### src/rtl/bcd2bin.sv
// bcd2bin: converts a signed 4-digit BCD word into an 11-bit two's-complement
// value. One digit is folded in per cycle (acc = acc*10 + digit) using only
// shifts and adds. The latency is fixed and does not depend on the data:
// the error path takes exactly as long as a good word.
module bcd2bin (
    input  logic        clk,
    input  logic        rst,
    input  logic        bcd_vld,
    input  logic [16:0] bcd,
    output logic        bcd_rdy,
    output logic [10:0] bin,
    output logic        bin_err,
    output logic        bin_vld,
    input  logic        bin_rdy
);

    typedef enum logic [2:0] {
        IDLE = 3'd0,
        CHK  = 3'd1,
        ACC  = 3'd2,
        SGN  = 3'd3,
        OUT  = 3'd4
    } state_t;

    state_t      state_reg;
    state_t      state_next;

    logic [16:0] bcd_reg;      // captured input word
    logic [14:0] acc_reg;      // 15 bits: holds up to 16665 (all digits = 15)
    logic [1:0]  cnt_reg;      // digits already folded into acc_reg
    logic        err_reg;      // malformed or out-of-range flag
    logic [10:0] bin_reg;
    logic        bin_err_reg;

    // Per-digit view of the captured word, ones digit at index 0.
    logic [3:0]  digit     [4];
    logic [3:0]  digit_bad;

    genvar gi;
    generate
        for (gi = 0; gi < 4; gi++) begin : g_digit
            assign digit[gi]     = bcd_reg[4*gi +: 4];
            assign digit_bad[gi] = (digit[gi] > 4'd9);
        end
    endgenerate

    // The most significant digit is processed first, so the index counts down.
    logic [1:0]  digit_sel;
    logic [3:0]  cur_digit;
    logic [14:0] acc_next;
    logic        sgn_err;
    logic [10:0] sgn_bin;

    assign digit_sel = 2'd3 - cnt_reg;
    assign cur_digit = digit[digit_sel];
    assign acc_next  = (acc_reg << 3) + (acc_reg << 1) + {11'd0, cur_digit};

    // The final error decision adds the magnitude check to the digit check.
    // Negative zero needs no special case: ~0 + 1 wraps back to 0.
    assign sgn_err = err_reg | (acc_reg > 15'd1023);
    assign sgn_bin = sgn_err    ? 11'd0 :
                     bcd_reg[16] ? (~acc_reg[10:0] + 11'd1) : acc_reg[10:0];

    // State register.
    always_ff @(posedge clk) begin
        if (rst) begin
            state_reg <= IDLE;
        end else begin
            state_reg <= state_next;
        end
    end

    // Next-state logic: CHK and SGN are one cycle each, ACC runs for 4 digits.
    always_comb begin
        state_next = state_reg;
        case (state_reg)
            IDLE:    if (bcd_vld) state_next = CHK;
            CHK:     state_next = ACC;
            ACC:     if (cnt_reg == 2'd3) state_next = SGN;
            SGN:     state_next = OUT;
            OUT:     if (bin_rdy) state_next = IDLE;
            default: state_next = IDLE;
        endcase
    end

    // Datapath: capture, check, accumulate, then sign-apply into the output registers.
    always_ff @(posedge clk) begin
        if (rst) begin
            bcd_reg     <= 17'd0;
            acc_reg     <= 15'd0;
            cnt_reg     <= 2'd0;
            err_reg     <= 1'b0;
            bin_reg     <= 11'd0;
            bin_err_reg <= 1'b0;
        end else begin
            case (state_reg)
                IDLE: begin
                    if (bcd_vld) bcd_reg <= bcd;
                end
                CHK: begin
                    acc_reg <= 15'd0;
                    cnt_reg <= 2'd0;
                    err_reg <= (|digit_bad) | (|bcd_reg[15:13]);
                end
                ACC: begin
                    acc_reg <= acc_next;
                    cnt_reg <= cnt_reg + 2'd1;
                end
                SGN: begin
                    err_reg     <= sgn_err;
                    bin_err_reg <= sgn_err;
                    bin_reg     <= sgn_bin;
                end
                default: ;
            endcase
        end
    end

    assign bcd_rdy = (state_reg == IDLE);
    assign bin_vld = (state_reg == OUT);
    assign bin     = bin_reg;
    assign bin_err = bin_err_reg;

endmodule

### config.mk
export PLATFORM = sky130hd
export DESIGN_NAME = bcd2bin
export DESIGN_NICKNAME = d
export VERILOG_FILES = /design/src/rtl/bcd2bin.sv
export SDC_FILE = /design/constraint.sdc
export NUM_CORES = 1
export LEC_CHECK = 0
export CORE_ASPECT_RATIO = 0.5
export CORE_UTILIZATION = 45
export CTS_CLUSTER_SIZE = 20
export DETAILED_ROUTE_END_ITERATION = 12
export GPL_ROUTABILITY_DRIVEN = 0
export HOLD_SLACK_MARGIN = 0.05
export PLACE_DENSITY = 0.78
export REMOVE_ABC_BUFFERS = 1
export SLEW_MARGIN = 20
export SYNTH_ARGS = -nofsm -noshare
export SYNTH_HDL_FRONTEND = slang
export SYNTH_SLANG_ARGS = --single-unit
### constraint.sdc
create_clock -name clk -period 3.9 [get_ports clk]
set_input_delay 0.39 -clock clk [delete_from_list [all_inputs] [get_ports clk]]
set_output_delay 0.39 -clock clk [all_outputs]
set_load 0.005 [all_outputs]
==> flow_summary.ini <==
[run_status]
status = complete, no violations

[final_layout]
area_delta_synth_final_pct = 17.7
antennaDiodeCount = 0
fin_cells = 482
largest_reg_flops = 17
drive_gt1_frac = 0.0558
fin_nets = 443
final_core_util = 0.568

[setup_path]
arrival_ns = 3.48
reg2reg_setup_slack_ns = 0.61
critPathLaunchType = flop
r2r_end = acc_reg[14]$_SDFFE_PP0P_
worstReg2RegStart = cnt_reg[0]$_SDFFE_PP0P_
worstPathMaxFanout = 8
reg2reg_depth = 10
cp_data_required_time_ns = 4.09
crit_type = flop to flop
end_kind = flop

[pwr]
p_leak_nw = 1.48
ir_worst_vdd_uv = 187
pwr-share-comb = 0.147
p_switching_w = 0.000333
power_density_nw_per_um2 = 331
internal-power_w = 0.000853
swShare = 0.281
pwr-share-seq = 0.468
power_frac_clock = 0.385

[clock_tree]
htreeDepth = 2
cts_setup_buffers = 0
cts_made_buffers = 5
clkTransAtPathRegs_ns = 0.07
cts.path.max_buffers = 2
cts_hold_buf = 0
cts-root-buf = clkbuf_16
insertion_delay_ns = 0.29
numClockSinks = 50
post_cts_resized = 0
cts_tree = done

[die]
coreArea_um2 = 6310
fp.dieH_um = 60.2
fp.dieW_um = 118
start_util = 0.483
die_area_um2 = 7120
io_pins = 35
fp-row-count = 20

[worst_hold_path]
min-delay-start = bcd_reg[4]$_SDFFE_PP0P_
worstHoldEndpoint = bcd_reg[4]$_SDFFE_PP0P_
hold_class = flop to flop
hold_depth = 2

[timing]
fin_setup_tns_ns = 0
setup_violations = 0
finalMaxSlewViolations = 0
skew_ns = 0.00553
finalCriticalPeriod_ns = 3.29
finalCritPeriodShare = 0.844
rsz0062_at_grt = no
hold_viol_final = 0
fmax_ghz = 0.304
tightestPinTransition_ns = 0.636
timing.hold.ws_ns = 0.463
maxSlewHeadroom = 0.575

[yosys]
yosys_register_bits = 50
yosysWarnings = 0
synth_top_area_frac = 0.329
syn_area_um2 = 3040
ys_seq_area_frac = 0.329
synthFlopType = dfxtp_1
synth_commonest_cells = dfxtp_1 (50), nand2_1 (50), nor2_1 (38)
yosysUniqueCellTypes = 52
postSynth.asyncResetShare = 0
avgSynthCellArea_um2 = 8.27
synth_top_area_cell = dfxtp_1
synth_area_leaders = dfxtp_1 (33%), ha_1 (11%), nand2_1 (6.2%)
synth_cells = 368
synth_edf_count = 0

[place]
dp_hpwl_um = 4830
portBuffers = 34
dp.cells = 474

[global_routing]
antenna_found_initial = 0
gr-total-overflow = 0
grt_pass1_wl_um = 11700
grt_usage = 0.206
grt_max_degree = 41
grt_pass1_vias = 2486

[route]
avgViaCountPerCell = 5.63
drt_pass1_iterations = 4
wl_per_cell_um = 13.8
drt-total-wl_um = 6640
route.vias.total = 2715
postRouteAntennaNets = 0
first_iter_violations = 114
drc = 0

[run]
cap_viol_max_count = 0
[worst max-delay path, cell delays in order (launching register included)]
cell and delay [ns]:
dfxtp_1 0.54, mux4_2 0.56, ha_1 0.29, ha_1 0.23, inv_1 0.07, fa_1 0.21, nor2b_1 0.08, o31ai_1 0.37
a21oi_1 0.15, or4_1 0.42, a32o_1 0.26
[cells by family after synthesis]
logic type	count (synthesis)	share of synthesized area
and+or+nand+nor	130	0.198
AOI/OAI and AO/OA	107	0.227
DFF	50	0.329
buffers and inverters	32	0.0448
adders and majority gates	29	0.124
xor gates and xnor gates	13	0.0374
muxes	7	0.0395
[worst max-delay path by stage]
stage / from / to / slack [ns] / cells past startpoint
after floorplan: cnt_reg[0]$_SDFFE_PP0P_ / acc_reg[14]$_SDFFE_PP0P_ / 0.97 / 10
after global placement: cnt_reg[0]$_SDFFE_PP0P_ / acc_reg[14]$_SDFFE_PP0P_ / 0.78 / 10
after detailed placement: cnt_reg[0]$_SDFFE_PP0P_ / acc_reg[14]$_SDFFE_PP0P_ / 0.70 / 10
after CTS: cnt_reg[0]$_SDFFE_PP0P_ / acc_reg[14]$_SDFFE_PP0P_ / 0.63 / 10
after global routing: cnt_reg[0]$_SDFFE_PP0P_ / acc_reg[12]$_SDFFE_PP0P_ / 0.45 / 10
final: cnt_reg[0]$_SDFFE_PP0P_ / acc_reg[14]$_SDFFE_PP0P_ / 0.61 / 10
[power by group through the flow]
stage	Combinational [W]	Sequential, W	Clock (W)
floorplan	0.000103	0.000565	0
global placement	0.000173	0.000567	0
detailed placement	0.000174	0.000567	0
CTS	0.000175	0.000555	0.000459
global route	0.000196	0.000560	0.000488
finish	0.000174	0.000555	0.000456
[cell type report]
type	count	area (µm²)
fillers	589	2720
multi-input cells	286	1910
flip-flops and latches	50	1000
repair buffers	37	363
clock buffers	5	125
well taps	88	110
inverters	13	48.8
clock inverters	3	28.8
[routing by layer]
metal,track usage,share of wire
met1,0.286,0.51
met2,0.342,0.43
met3,0.0334,0.049
met4,0.0421,0.0084
met5,0,0
[through the flow]
step / total power (W) / instance area (µm²) / worst slack [ns]
global route: 0.00124 / 3580 / 0.447
CTS: 0.00119 / 3580 / 0.627
detailed placement: 0.000741 / 3430 / 0.699
finish: 0.00119 / 3580 / 0.608
global placement: 0.000740 / 3430 / 0.776
floorplan: 0.000668 / 2960 / 0.966
[placed cells by master, fill, tap and decap left out, types with 5 or more instances in the layout]
| master | n |
|---|---|
| clkdlybuf4s50_1 | 34 |
| ha_1 | 27 |
| o21ai_0 | 25 |
| o31ai_1 | 5 |
| clkbuf_16 | 5 |
| xnor2_1 | 7 |
| nor2_1 | 38 |
| dfxtp_1 | 50 |
| nand2_1 | 50 |
| a22oi_1 | 19 |
| nor3_1 | 9 |
| inv_1 | 13 |
| xor2_1 | 6 |
| a21oi_1 | 31 |
| nand3_1 | 5 |
(Power assumes the default switching activity.)
